===== src/rtl/somador_pkg.sv =====
// Shared types and helpers for the serial adder/subtractor.
//   estado_t  : controller states (IDLE, CALC, DONE)
//   max_pos() : most-positive two's-complement value of a given width (011..1)
//   max_neg() : most-negative two's-complement value of a given width (100..0)
// The helpers return a 64-bit vector; callers cast down to their own width.
package somador_pkg;

  typedef enum logic [1:0] {
    IDLE,
    CALC,
    DONE
  } estado_t;

  localparam int MAX_WIDTH = 64;

  function automatic logic [MAX_WIDTH-1:0] max_pos(input int width);
    return (MAX_WIDTH'(1) << (width - 1)) - MAX_WIDTH'(1);
  endfunction

  function automatic logic [MAX_WIDTH-1:0] max_neg(input int width);
    return MAX_WIDTH'(1) << (width - 1);
  endfunction

endpackage


===== src/rtl/somador_serial_if.sv =====
// Handshake bundle of the serial adder/subtractor.
//   Operand side : in_valid, in_ready, A, B, sub, sat
//   Result side  : out_valid, out_ready, Soma, FLAG, carry_out
// master = operand source / result consumer, slave = the adder itself.
interface somador_serial_if #(
  parameter int WIDTH = 8
);

  logic                    in_valid;
  logic                    in_ready;
  logic signed [WIDTH-1:0] A;
  logic signed [WIDTH-1:0] B;
  logic                    sub;
  logic                    sat;
  logic                    out_valid;
  logic                    out_ready;
  logic signed [WIDTH-1:0] Soma;
  logic                    FLAG;
  logic                    carry_out;

  modport master (
    output in_valid, A, B, sub, sat, out_ready,
    input  in_ready, out_valid, Soma, FLAG, carry_out
  );

  modport slave (
    input  in_valid, A, B, sub, sat, out_ready,
    output in_ready, out_valid, Soma, FLAG, carry_out
  );

endinterface


===== src/rtl/somador_fatia.sv =====
// Combinational CHUNK-bit slice adder: {cout, s} = a + b + cin.
//   a, b : slice operands
//   cin  : carry in from the previous (less significant) slice
//   s    : slice sum
//   cout : carry out towards the next slice
module somador_fatia #(
  parameter int CHUNK = 4
) (
  input  logic [CHUNK-1:0] a,
  input  logic [CHUNK-1:0] b,
  input  logic             cin,
  output logic [CHUNK-1:0] s,
  output logic             cout
);

  assign {cout, s} = (CHUNK+1)'(a) + (CHUNK+1)'(b) + (CHUNK+1)'(cin);

endmodule


===== src/rtl/somador_serial.sv =====
// Multi-cycle signed adder/subtractor. WIDTH-bit operands are summed one
// CHUNK-bit slice per clock (LSB slice first) through a single carry register,
// with optional saturation, signed-overflow flag and unsigned carry out.
//   clk   : clock, rising edge
//   rst_n : asynchronous active-low reset
//   bus   : somador_serial_if.slave (operand and result valid/ready handshakes)
// An operation accepted at edge k shows out_valid after edge k+NCHUNK; the
// result is held until out_ready, and the block returns to IDLE for one cycle
// before accepting again.
module somador_serial
  import somador_pkg::*;
#(
  parameter int WIDTH = 8,
  parameter int CHUNK = 4
) (
  input logic             clk,
  input logic             rst_n,
  somador_serial_if.slave bus
);

  localparam int NCHUNK = WIDTH / CHUNK;
  localparam int IDX_W  = (NCHUNK > 1) ? $clog2(NCHUNK) : 1;
  localparam int MSB    = WIDTH - 1;

  localparam logic [WIDTH-1:0] SAT_POS  = WIDTH'(max_pos(WIDTH));
  localparam logic [WIDTH-1:0] SAT_NEG  = WIDTH'(max_neg(WIDTH));
  localparam logic [IDX_W-1:0] LAST_IDX = IDX_W'(NCHUNK - 1);

  estado_t          state_q, state_d;
  logic [IDX_W-1:0] idx_q, idx_d;
  logic             carry_q, carry_d;
  logic [WIDTH-1:0] a_q, a_d;
  logic [WIDTH-1:0] b_q, b_d;      // B' : B, or ~B when subtracting
  logic [WIDTH-1:0] raw_q, raw_d;  // slice sums accumulated so far
  logic [WIDTH-1:0] res_q, res_d;
  logic             sat_q, sat_d;
  logic             flag_q, flag_d;
  logic             cout_q, cout_d;

  logic [CHUNK-1:0] a_sl, b_sl, s_sl;
  logic             cout_sl;
  logic [WIDTH-1:0] raw_nxt;
  logic             last;
  logic             ovf;

  // ---------------------------------------------------------------------------
  // Slice datapath: one adder, selected by the slice index
  // ---------------------------------------------------------------------------
  assign a_sl = a_q[int'(idx_q)*CHUNK +: CHUNK];
  assign b_sl = b_q[int'(idx_q)*CHUNK +: CHUNK];

  somador_fatia #(.CHUNK(CHUNK)) u_fatia (
    .a    (a_sl),
    .b    (b_sl),
    .cin  (carry_q),
    .s    (s_sl),
    .cout (cout_sl)
  );

  // Full raw sum including the slice being computed this cycle, so the final
  // slice can be finalised without an extra cycle.
  always_comb begin
    raw_nxt = raw_q;
    raw_nxt[int'(idx_q)*CHUNK +: CHUNK] = s_sl;
  end

  assign last = (idx_q == LAST_IDX);
  // Same-sign operands (after B inversion) producing a sum of the other sign.
  assign ovf  = (a_q[MSB] == b_q[MSB]) && (raw_nxt[MSB] != a_q[MSB]);

  // ---------------------------------------------------------------------------
  // FSM: state register
  // ---------------------------------------------------------------------------
  // NOTE: sequential blocks use non-blocking (<=) so every register samples
  // the pre-edge values of the others, independent of block ordering.
  always_ff @(posedge clk or negedge rst_n) begin
    if (!rst_n) state_q <= IDLE;
    else        state_q <= state_d;
  end

  // ---------------------------------------------------------------------------
  // FSM: next state
  // ---------------------------------------------------------------------------
  // NOTE: every combinational output gets a default first; a path that leaves
  // a variable unassigned would otherwise infer a latch.
  always_comb begin
    state_d = state_q;
    unique case (state_q)
      IDLE:    if (bus.in_valid)  state_d = CALC;
      CALC:    if (last)          state_d = DONE;
      DONE:    if (bus.out_ready) state_d = IDLE;
      default:                    state_d = IDLE;
    endcase
  end

  // ---------------------------------------------------------------------------
  // FSM: outputs
  // ---------------------------------------------------------------------------
  // in_ready is gated by rst_n so it reads low for the whole reset interval,
  // not only once the state register has been cleared.
  always_comb begin
    bus.in_ready  = rst_n && (state_q == IDLE);
    bus.out_valid = (state_q == DONE);
    bus.Soma      = res_q;
    bus.FLAG      = flag_q;
    bus.carry_out = cout_q;
  end

  // ---------------------------------------------------------------------------
  // Datapath next state
  // ---------------------------------------------------------------------------
  always_comb begin
    idx_d   = idx_q;
    carry_d = carry_q;
    a_d     = a_q;
    b_d     = b_q;
    raw_d   = raw_q;
    res_d   = res_q;
    sat_d   = sat_q;
    flag_d  = flag_q;
    cout_d  = cout_q;

    unique case (state_q)
      IDLE: begin
        if (bus.in_valid) begin
          a_d     = bus.A;
          // Subtraction as A + ~B + 1: the +1 rides in on the carry register.
          b_d     = bus.sub ? ~bus.B : bus.B;
          carry_d = bus.sub;
          sat_d   = bus.sat;
          idx_d   = '0;
          raw_d   = '0;
        end
      end
      CALC: begin
        raw_d   = raw_nxt;
        carry_d = cout_sl;
        idx_d   = last ? '0 : idx_q + IDX_W'(1);
        if (last) begin
          flag_d = ovf;
          cout_d = cout_sl;
          if (sat_q && ovf) res_d = a_q[MSB] ? SAT_NEG : SAT_POS;
          else              res_d = raw_nxt;
        end
      end
      default: ;
    endcase
  end

  // ---------------------------------------------------------------------------
  // Datapath registers
  // ---------------------------------------------------------------------------
  always_ff @(posedge clk or negedge rst_n) begin
    if (!rst_n) begin
      idx_q   <= '0;
      carry_q <= 1'b0;
      a_q     <= '0;
      b_q     <= '0;
      raw_q   <= '0;
      res_q   <= '0;
      sat_q   <= 1'b0;
      flag_q  <= 1'b0;
      cout_q  <= 1'b0;
    end else begin
      idx_q   <= idx_d;
      carry_q <= carry_d;
      a_q     <= a_d;
      b_q     <= b_d;
      raw_q   <= raw_d;
      res_q   <= res_d;
      sat_q   <= sat_d;
      flag_q  <= flag_d;
      cout_q  <= cout_d;
    end
  end

endmodule


===== src/flat_wrapper.sv =====
// flat-port wrapper written by rule: the top's interface ports become plain ports
module somador_serial_flat import somador_pkg::*;
#(
  parameter int WIDTH = 8,
  parameter int CHUNK = 4
)
  (clk, rst_n, bus_in_valid, bus_A, bus_B, bus_sub, bus_sat, bus_out_ready, bus_in_ready, bus_out_valid, bus_Soma, bus_FLAG, bus_carry_out);
  somador_serial_if #(.WIDTH(WIDTH)) bus_i ();
  input logic clk;
  input logic rst_n;
  input wire logic [$bits(bus_i.in_valid)-1:0] bus_in_valid;
  input wire logic [$bits(bus_i.A)-1:0] bus_A;
  input wire logic [$bits(bus_i.B)-1:0] bus_B;
  input wire logic [$bits(bus_i.sub)-1:0] bus_sub;
  input wire logic [$bits(bus_i.sat)-1:0] bus_sat;
  input wire logic [$bits(bus_i.out_ready)-1:0] bus_out_ready;
  output wire logic [$bits(bus_i.in_ready)-1:0] bus_in_ready;
  output wire logic [$bits(bus_i.out_valid)-1:0] bus_out_valid;
  output wire logic [$bits(bus_i.Soma)-1:0] bus_Soma;
  output wire logic [$bits(bus_i.FLAG)-1:0] bus_FLAG;
  output wire logic [$bits(bus_i.carry_out)-1:0] bus_carry_out;
  assign bus_i.in_valid = bus_in_valid;
  assign bus_i.A = bus_A;
  assign bus_i.B = bus_B;
  assign bus_i.sub = bus_sub;
  assign bus_i.sat = bus_sat;
  assign bus_i.out_ready = bus_out_ready;
  assign bus_in_ready = bus_i.in_ready;
  assign bus_out_valid = bus_i.out_valid;
  assign bus_Soma = bus_i.Soma;
  assign bus_FLAG = bus_i.FLAG;
  assign bus_carry_out = bus_i.carry_out;
  somador_serial #(.WIDTH(WIDTH), .CHUNK(CHUNK)) u_core (.clk(clk), .rst_n(rst_n), .bus(bus_i));
endmodule

===== config.mk =====
export PLATFORM = sky130hd
export DESIGN_NAME = somador_serial_flat
export DESIGN_NICKNAME = d
export VERILOG_FILES = /design/src/rtl/somador_pkg.sv /design/src/rtl/somador_serial_if.sv /design/src/rtl/somador_fatia.sv /design/src/rtl/somador_serial.sv /design/src/flat_wrapper.sv
export SDC_FILE = /design/constraint.sdc
export NUM_CORES = 1
export LEC_CHECK = 0
export ABC_AREA = 0
export ABC_CLOCK_PERIOD_IN_PS = 8100
export BUFFER_PORTS_ARGS = -buffer_cell sky130_fd_sc_hd__buf_2
export CELL_PAD_IN_SITES_DETAIL_PLACEMENT = 1
export CELL_PAD_IN_SITES_GLOBAL_PLACEMENT = 2
export CORE_ASPECT_RATIO = 0.8
export CORE_UTILIZATION = 38
export CTS_CLUSTER_SIZE = 30
export DETAILED_ROUTE_END_ITERATION = 8
export PLACE_DENSITY_LB_ADDON = 0.1
export REMOVE_ABC_BUFFERS = 1
export SLEW_MARGIN = 20
export SYNTH_ARGS = -nofsm -noshare
export SYNTH_HDL_FRONTEND = slang
export SYNTH_SLANG_ARGS = --single-unit
export TNS_END_PERCENT = 30

===== constraint.sdc =====
create_clock -name clk -period 8.1 [get_ports clk]
set_input_delay 1.62 -clock clk [delete_from_list [all_inputs] [get_ports clk]]
set_output_delay 1.62 -clock clk [all_outputs]
set_load 0.05 [all_outputs]

==> metrics.md, run 1 <==
| Metric | Value |
|---|---|
| Outcome | finished clean |
| # H-tree levels | 2 |
| # Max-Cap Violations | 0 |
| Final Util | 45.95% |
| Share of cells above drive strength 1 | 31.96% |
| Reg2reg start | u_core.idx_q$_DFFE_PN0P_ |
| WP data arrival | 2.66 ns |
| Final Critical Period | 4.284 ns |
| Num rows | 23 |
| Clk slew on worst S/H paths | 0.07 ns |
| RSZ-0062 raised after global routing | no |
| Max frequency | 233.4 MHz |
| Mapped Area | 1968 um2 |
| Worst EP required | 6.48 ns |
| Fin cells | 281 |
| Clock Sink Count | 39 |
| Initial DRC count | 39 |
| Die X | 82.46 um |
| Yosys warns | 0 |
| CTS Buf Count | 5 |
| Worst path slowest cell | buf_4 |
| Avg Inst Size Synth | 10.70 um2 |
| Least-Margin Pin Slew | 0.8652 ns |
| Post-synthesis register bit count | 39 |
| Detailed Place HPWL | 3.031 mm |
| Area delta synth->final | 16.91% |
| Setup_tns | 0 ns |
| Detailed-route via count | 1484 |
| Hold_sp | u_core.bus.Soma[7]$_DFFE_PN0P_ |
| Setup Buffers After CTS | 0 |
| Initial antenna violation count | 0 |
| Vias in the first global route | 1568 |
| Hold Crit Class | flop to flop |
| Crit Path Max Fanout | 40 |
| Final Skew | 0.005022 ns |
| Largest net degree at the start of global routing | 41 |
| Period utilization | 52.89% |
| PortBufs | 33 |
| Max Slew Vio Count | 0 |
| Cell family with most CP delay | buffers and inverters |
| I/O pins | 34 |
| Setup violators final | 0 |
| Final Hold Violating Endpoints | 0 |
| Syn Inst Count | 184 |
| Setup crit start kind | primary input |
| Die Ht | 66.37 um |
| Post-cts resize count | 0 |
| DRT antenna net count | 0 |
| CTS tree | done |
| Synth cell types | 34 |
| Hold depth | 1 |
| Worst Setup Path Type | primary input to primary output |
| Clock root cell | clkbuf_8 |
| Clock buffer depth | 2 |
| Initial Util | 39.31% |
| GR Overflow Total | 0 |
| Placer congestion estimate | 0.7203 |
| Core ar. | 5007 um2 |
| Wirelength, routed | 4.278 mm |
| Fraction of registers with async set/reset | 100.0% |
| Worst path cell trace | buf_2 -> buf_4 -> nor3b_1 -> buf_2 |
| Worst slew margin | 42.32% |
| CP Depth | 4 |
| Hold buffers post-CTS | 0 |
| Reg2Reg Depth | 7 |
| First-pass detailed-route iteration total | 4 |
| GRT Total Usage | 18.28% |
| CP most frequent cell | buf_2 |
| Die ar. | 5473 um2 |
| Top-area cell type share of the netlist area | 49.59% |
| Biggest area contributors in the synthesized netlist | dfrtp_1 50%, mux2_2 13%, a21oi_1 5.3% |
| Main synth FF type | dfrtp_1 |
| Crit path largest cell delay | 0.41 ns |
| Yosys top cell by area | dfrtp_1 |
| Buffers & Inverters on Critical Path | 3 |
| Avg Vias per Cell | 5.281 |
| CP Capture Type | primary output |
| Final-layout fill cell count | 591 |
| CP Launch Point | rst_n |
| Number of remaining DRC errors | 0 |
| Clock insertion delay at the later pin of the skew report | 0.29 ns |
| ANT cells | 0 |
| Placed cells | 273 |
| Seq/Total Area, Yosys | 49.59% |
| First-pass GRT wire length | 7.334 mm |
| Nets | 245 |
| DR WL/cell | 15.22 um |
| Post-synth EDFFs | 0 |
[placed cells by master, fill, tap and decap left out, types with 2 or more instances in the layout]
| cell type | n |
|---|---|
| mux2_2 | 22 |
| inv_1 | 2 |
| nand2b_1 | 3 |
| clkbuf_8 | 7 |
| nor2_1 | 16 |
| buf_4 | 3 |
| o2bb2ai_1 | 2 |
| a21oi_1 | 21 |
| dfrtp_1 | 39 |
| nand2_1 | 18 |
| fa_1 | 2 |
| buf_2 | 33 |
| o22ai_1 | 8 |
| a21o_1 | 3 |
| ha_1 | 3 |
| nor3_1 | 2 |
| xnor2_1 | 9 |
| o21ai_0 | 8 |
[final cells by class]
cell class | count | area (um2) | share of cell area, %
Sequential cell | 39 | 975.9 | 42.41
Multi-Input combinational cell | 134 | 952.2 | 41.38
Timing Repair Buffer | 36 | 187.7 | 8.157
Clock buffer | 8 | 100.1 | 4.350
Tap cell | 62 | 77.57 | 3.371
Inverter | 2 | 7.507 | 0.3263
[final timing paths]
| check | to | slack (ns) |
|---|---|---|
| hold reg to reg | u_core.bus.Soma[7]$_DFFE_PN0P_ | 0.49 |
| hold / removal | u_core.bus.Soma[7]$_DFFE_PN0P_ | 0.49 |
| max in group asynchronous | u_core.bus.Soma[2]$_DFFE_PN0P_ | 6.36 |
| setup / recovery | bus_in_ready | 3.82 |
| min in group asynchronous | u_core.b_q[0]$_DFFE_PN0P_ | 1.38 |
| setup reg to reg | u_core.bus.Soma[5]$_DFFE_PN0P_ | 4.72 |
[layer usage]
metal / GRT usage [%] / vias up / share of wire, %
li1: - / 720 / -
met1: 22.63 / 729 / 46
met2: 30.48 / 27 / 49
met3: 4.690 / 8 / 3.6
met4: 6.579 / 0 / 1.3
met5: 0 / - / 0
[cell usage after synthesis, types with 2 or more instances]
cell	instances
a21o_1	3
nand2b_1	3
inv_1	2
buf_2	3
nor3b_1	2
a21oi_1	21
o2bb2ai_1	2
mux2_2	22
ha_1	3
nor3_1	2
clkbuf_1	5
dfrtp_1	39
xnor2_1	9
nor2_1	16
o22ai_1	8
nand2_1	18
fa_1	2
o21ai_0	8
[sequential cells by signal, summed over array words and instances, names as in the netlist, 2 cells and up]
| signal | count |
|---|---|
| u_core.a_q | 8 |
| u_core.b_q | 8 |
| u_core.bus.Soma | 8 |
| u_core.raw_q | 8 |
| u_core.state_q | 2 |
[stage by stage]
step | hold WS (ns) | setup WS, ns | area (um2)
after floorplan | 0.4750 | 3.714 | 1931
after CTS | 0.4932 | 3.771 | 2301
final | 0.4905 | 3.816 | 2301
after detailed placement | 0.4662 | 3.780 | 2201
after global placement | 0.4595 | 3.832 | 2201
after global routing | 0.5280 | 3.691 | 2301
[logic make-up (layout without fill, tap and decap cells)]
kind of cell / Yosys count / after routing / share of synthesized area (%)
compound gates: 50 / 50 / 15.89
fa+ha+maj: 5 / 5 / 3.942
simple gates: 46 / 46 / 10.49
buf+inv: 11 / 46 / 2.288
mux: 24 / 24 / 13.80
xor+xnor: 9 / 9 / 4.005
flops: 39 / 39 / 49.59
Power of run 1 is not shown: default switching activity piles up to over one toggle a cycle in this logic, so the estimate is an artifact.
==> run 2, diff against run 1 <==
--- a/config.mk
+++ b/config.mk
@@ -6,12 +6,12 @@
 export NUM_CORES = 1
 export LEC_CHECK = 0
 export ABC_AREA = 0
-export ABC_CLOCK_PERIOD_IN_PS = 8100
+export ABC_CLOCK_PERIOD_IN_PS = 3700
 export BUFFER_PORTS_ARGS = -buffer_cell sky130_fd_sc_hd__buf_2
 export CELL_PAD_IN_SITES_DETAIL_PLACEMENT = 1
 export CELL_PAD_IN_SITES_GLOBAL_PLACEMENT = 2
 export CORE_ASPECT_RATIO = 0.8
-export CORE_UTILIZATION = 38
+export CORE_UTILIZATION = 32
 export CTS_CLUSTER_SIZE = 30
 export DETAILED_ROUTE_END_ITERATION = 8
 export PLACE_DENSITY_LB_ADDON = 0.1
==> constraint.sdc (replaced) <==
create_clock -name clk -period 3.7 [get_ports clk]
set_input_delay 0.74 -clock clk [delete_from_list [all_inputs] [get_ports clk]]
set_output_delay 0.74 -clock clk [all_outputs]
set_load 0.05 [all_outputs]
==> run 2 against run 1 <==
Against the previous run: routed wire length is 15% higher; clock skew is 0.0030 ns higher; sequential share of layout area is 1.0 points lower; non-clock buffer count is 2 higher; global-route usage is 1.5 points lower.
==> metrics.md, run 2 (synthesis gave the netlist of run 1 again) <==
| Metric | Value |
|---|---|
| Outcome | finished clean |
| Hold depth | 2 |
| Final setup margin | 0.6514 ns |
| Hold Crit Class | flop to flop |
| CTS tree | done |
| Clock root cell | clkbuf_8 |
| Clock Sink Count | 39 |
| First-pass GRT wire length | 7.941 mm |
| RSZ-0062 raised after global routing | no |
| CP Launch Point | u_core.idx_q$_DFFE_PN0P_ |
| # Max-Cap Violations | 0 |
| Core ar. | 5912 um2 |
| GRT Total Usage | 16.76% |
| GR Overflow Total | 0 |
| Area of the multi-input gates | 952.2 um2 |
| Largest net degree at the start of global routing | 40 |
| # H-tree levels | 2 |
| Initial DRC count | 39 |
| PortBufs | 33 |
| Reg2Reg Setup Slack | 0.65 ns |
| Register area | 975.9 um2 |
| Setup_tns | 0 ns |
| Setup crit start kind | flop |
| Avg Vias per Cell | 4.911 |
| CTS Buf Count | 5 |
| Hold_sp | u_core.bus.FLAG$_DFFE_PN0P_ |
| Final Hold Violating Endpoints | 0 |
| Final-layout fill cell count | 675 |
| Final Critical Period | 3.049 ns |
| Initial Util | 33.29% |
| Reg2reg start | u_core.idx_q$_DFFE_PN0P_ |
| Period utilization | 82.39% |
| Clock buffer depth | 2 |
| Area delta synth->final | 19.77% |
| Post-cts resize count | 0 |
| Detailed-route via count | 1483 |
| Reg2Reg Depth | 7 |
| Max frequency | 328.0 MHz |
| Num rows | 25 |
| Dpl ws | 0.6938 ns |
| Detailed Place HPWL | 3.670 mm |
| Worst EP required | 3.86 ns |
| Crit Path Max Fanout | 9 |
| First-pass detailed-route iteration total | 4 |
| Worst hold endpoint | u_core.bus.FLAG$_DFFE_PN0P_ |
| Wirelength, routed | 4.924 mm |
| Die ar. | 6470 um2 |
| DRT antenna net count | 0 |
| I/O pins | 34 |
| ANT cells | 0 |
| Worst Setup Path Type | flop to flop |
| Least-Margin Pin Slew | 0.7824 ns |
| Clock insertion delay at the later pin of the skew report | 0.30 ns |
| Placer congestion estimate | 0.7723 |
| Worst slew margin | 47.61% |
| DR WL/cell | 16.30 um |
| Final Skew | 0.008004 ns |
| Most common cell after layout, fill and taps aside | dfrtp_1 |
| RR Endpoint | u_core.bus.Soma[5]$_DFFE_PN0P_ |
| Nets | 247 |
| CP Capture Type | flop |
| Die Ht | 72.15 um |
| Most frequent cells in the layout | 39 x dfrtp_1, 33 x buf_2, 22 x mux2_2 |
| Max Slew Vio Count | 0 |
| Initial antenna violation count | 0 |
| Number of remaining DRC errors | 0 |
| Setup Buffers After CTS | 0 |
| Share of cells above drive strength 1 | 33.03% |
| Clk slew on worst S/H paths | 0.08 ns |
| Setup violators final | 0 |
| Hold buffers post-CTS | 0 |
| WP data arrival | 3.21 ns |
| Die X | 89.68 um |
| Vias in the first global route | 1540 |
-- run 2: worst max path at each step --
stage / to / slack [ns] / depth (start not counted)
floorplan: u_core.a_q[0]$_DFFE_PN0P_ / 0.30 / 2
global placement: u_core.bus.Soma[3]$_DFFE_PN0P_ / 0.82 / 7
detailed placement: u_core.bus.Soma[5]$_DFFE_PN0P_ / 0.69 / 7
CTS: u_core.bus.Soma[5]$_DFFE_PN0P_ / 0.67 / 7
global route: u_core.bus.Soma[4]$_DFFE_PN0P_ / 0.51 / 7
finish: u_core.bus.Soma[5]$_DFFE_PN0P_ / 0.65 / 7
-- run 2: critical path: stages (launching register included) --
cell	delay, ns
dfrtp_1	0.57
mux2_2	0.39
fa_1	0.46
a21oi_1	0.27
nor3_1	0.09
a311oi_2	0.49
mux2i_2	0.50
a21oi_1	0.14
-- run 2: area by class of cell --
cell class | count | area share, %
multi-input cells | 134 | 40.39
inverters | 2 | 0.3185
flip-flops and latches | 39 | 41.40
repair buffers | 38 | 8.599
clock buffers | 6 | 3.503
clock inverters | 2 | 1.486
well taps | 81 | 4.299
-- run 2: metrics by stage --
stage          instance area, um2  hold slack [ns]  utilization (%)  instances
6_report                     2357           0.5083            39.87        302
4_1_cts                      2357           0.4988            39.87        302
5_1_grt                      2357           0.5327            39.87        302
3_3_place_gp                 2240           0.4594            37.88        294
3_5_place_dp                 2240           0.4735            37.88        294
2_1_floorplan                1931           0.4444                -        175
-- run 2: per-layer routing --
layer	vias up	wire, um	track usage, %
met3	7	182	3.641
met5	-	0	0
met1	733	2427	23.28
met4	0	54	5.291
met2	23	2260	26.09
li1	720	-	-
Power of run 2 is left out for the same reason.
==> run 3, diff against run 2 <==
--- a/config.mk
+++ b/config.mk
@@ -6,12 +6,12 @@
 export NUM_CORES = 1
 export LEC_CHECK = 0
 export ABC_AREA = 0
-export ABC_CLOCK_PERIOD_IN_PS = 3700
+export ABC_CLOCK_PERIOD_IN_PS = 3000
 export BUFFER_PORTS_ARGS = -buffer_cell sky130_fd_sc_hd__buf_2
 export CELL_PAD_IN_SITES_DETAIL_PLACEMENT = 1
 export CELL_PAD_IN_SITES_GLOBAL_PLACEMENT = 2
 export CORE_ASPECT_RATIO = 0.8
-export CORE_UTILIZATION = 32
+export CORE_UTILIZATION = 35
 export CTS_CLUSTER_SIZE = 30
 export DETAILED_ROUTE_END_ITERATION = 8
 export PLACE_DENSITY_LB_ADDON = 0.1
==> constraint.sdc (replaced) <==
create_clock -name clk -period 3 [get_ports clk]
set_input_delay 0.6 -clock clk [delete_from_list [all_inputs] [get_ports clk]]
set_output_delay 0.6 -clock clk [all_outputs]
set_load 0.05 [all_outputs]
==> run 3 against run 2 <==
Against the previous run: global-route usage increased by 1.5 points; register-to-register slack got worse by 0.43 ns; sequential share of layout area decreased by 0.32 points; die area decreased by 8.4%; setup slack got worse by 0.43 ns; final area increased by 0.90%; routed wire length decreased by 5.0%; hold slack got worse by 0.10 ns; via count increased by 1.1%; utilization increased by 3.9 points; flip-flop and latch count unchanged; clock skew about the same.
==> metrics.md, run 3 (synthesis gave the netlist of run 1 again) <==
| Metric | Value |
|---|---|
| Outcome | finished clean |
| Clock root cell | clkbuf_8 |
| Final Critical Period | 2.778 ns |
| Period utilization | 92.61% |
| DR WL/cell | 15.54 um |
| Initial DRC count | 48 |
| First-pass GRT wire length | 8.093 mm |
| Crit Path Max Fanout | 10 |
| Setup crit start kind | flop |
| Avg Vias per Cell | 4.980 |
| CP Launch Point | u_core.idx_q$_DFFE_PN0P_ |
| Core ar. | 5435 um2 |
| Crit path largest cell delay | 0.49 ns |
| CP Depth | 7 |
| Hold Crit Class | primary input to asynchronous set/reset pin |
| Initial antenna violation count | 0 |
| GR Overflow Total | 0 |
| Detailed-route via count | 1499 |
| Final Util | 43.76% |
| Worst path cell trace | mux2_2 -> fa_1 -> a21oi_1 -> nor3_1 -> a311oi_2 -> mux2i_4 -> a21oi_1 |
| DRT antenna net count | 0 |
| Worst path slowest cell | dfrtp_2 |
| Num rows | 24 |
| Dpl ws | 0.05185 ns |
| Placed cells | 293 |
| CTS tree | done |
| Die ar. | 5929 um2 |
| Area of the multi-input gates | 960.9 um2 |
| Vias in the first global route | 1640 |
| Share of cells above drive strength 1 | 34.08% |
| PortBufs | 33 |
| Worst Setup Path Type | flop to flop |
| Clock Sink Count | 39 |
| Cell family with most CP delay | multiplexers |
| Placer congestion estimate | 0.7414 |
| # Max-Cap Violations | 0 |
| Least-Margin Pin Slew | 0.8627 ns |
| Setup Buffers After CTS | 0 |
| Final setup margin | 0.2217 ns |
| Nets | 249 |
| Most frequent cells in the layout | 38 x dfrtp_1, 33 x buf_2, 22 x mux2_2 |
| Final Skew | 0.008450 ns |
| CP most frequent cell | a21oi_1 |
| Die Ht | 69.07 um |
| Initial Util | 36.21% |
| Wirelength, routed | 4.677 mm |
| Clk slew on worst S/H paths | 0.08 ns |
| Number of remaining DRC errors | 0 |
| ANT cells | 0 |
| Detailed Place HPWL | 3.439 mm |
| CTS Buf Count | 5 |
| Largest net degree at the start of global routing | 40 |
| Worst EP required | 3.17 ns |
| Area delta synth->final | 20.85% |
| Final-layout fill cell count | 606 |
| Fin cells | 301 |
| Clock insertion delay at the later pin of the skew report | 0.30 ns |
| Clock buffer depth | 2 |
| Setup_tns | 0 ns |
| Final Hold Violating Endpoints | 0 |
| Die X | 85.84 um |
| I/O pins | 34 |
| Hold buffers post-CTS | 0 |
| Reg2Reg Depth | 7 |
| Reg2reg start | u_core.idx_q$_DFFE_PN0P_ |
| WP data arrival | 2.95 ns |
| Max Slew Vio Count | 0 |
| Worst slew margin | 42.37% |
| Register area | 977.2 um2 |
| # H-tree levels | 2 |
| RSZ-0062 raised after global routing | no |
| First-pass detailed-route iteration total | 4 |
| Buffers & Inverters on Critical Path | 0 |
| Max frequency | 359.9 MHz |
| GRT Total Usage | 18.22% |
| Setup violators final | 0 |
| CP Capture Type | flop |
| Most common cell after layout, fill and taps aside | dfrtp_1 |
## run 3: changes by cell type in the layout (fill, tap and decap cells not counted)
cell / change
dfrtp_2: +1
buf_4: +2
mux2i_2: -1
mux2i_4: +1
dfrtp_1: -1
## run 3: path summary, 6_finish.rpt
check                      slack, ns                             end
setup / recovery                0.22  u_core.bus.Soma[2]$_DFFE_PN0P_
hold / removal                  0.41  u_core.bus.Soma[6]$_DFFE_PN0P_
setup reg to reg                0.22  u_core.bus.Soma[2]$_DFFE_PN0P_
hold reg to reg                 0.48  u_core.bus.Soma[7]$_DFFE_PN0P_
max in group asynchronous       2.22        u_core.idx_q$_DFFE_PN0P_
min in group clk                0.48  u_core.bus.Soma[7]$_DFFE_PN0P_
## run 3: layout make-up
type | count | share of cell area (%)
Sequential cell | 39 | 41.08
Multi-Input combinational cell | 134 | 40.40
Timing Repair Buffer | 40 | 9.153
Tap cell | 78 | 4.103
Clock buffer | 6 | 3.472
Clock inverter | 2 | 1.473
Inverter | 2 | 0.3156
## run 3: layer usage
metal | up-vias | part of all wire, % | GRT usage, % | wire length [um]
li1 | 729 | - | - | -
met1 | 739 | 48 | 24.85 | 2240
met2 | 25 | 47 | 28.18 | 2189
met3 | 6 | 4.1 | 5.150 | 191
met4 | 0 | 1.2 | 5.556 | 56
met5 | - | 0 | 0 | 0
## run 3: worst reg2reg max path: stages, from the launching register on
cell and delay, ns:
dfrtp_2 0.49, mux2_2 0.38, fa_1 0.45, a21oi_1 0.26, nor3_1 0.10, a311oi_2 0.42
mux2i_4 0.42, a21oi_1 0.13
## run 3: timing repair
| action | CTS | global route |
|---|---|---|
| gates resized for setup | 0 | 2 |
| endpoints found under the hold margin | 0 | 0 |
| setup endpoints to repair | 0 | 7 |
## run 3: through the flow
step	hold slack (ns)	cell area, um2
CTS	0.4379	2369
finish	0.4055	2379
floorplan	0.3044	1931
global route	0.4459	2379
detailed placement	0.4612	2251
global placement	0.4614	2251
Power of run 3 is left out for the same reason.
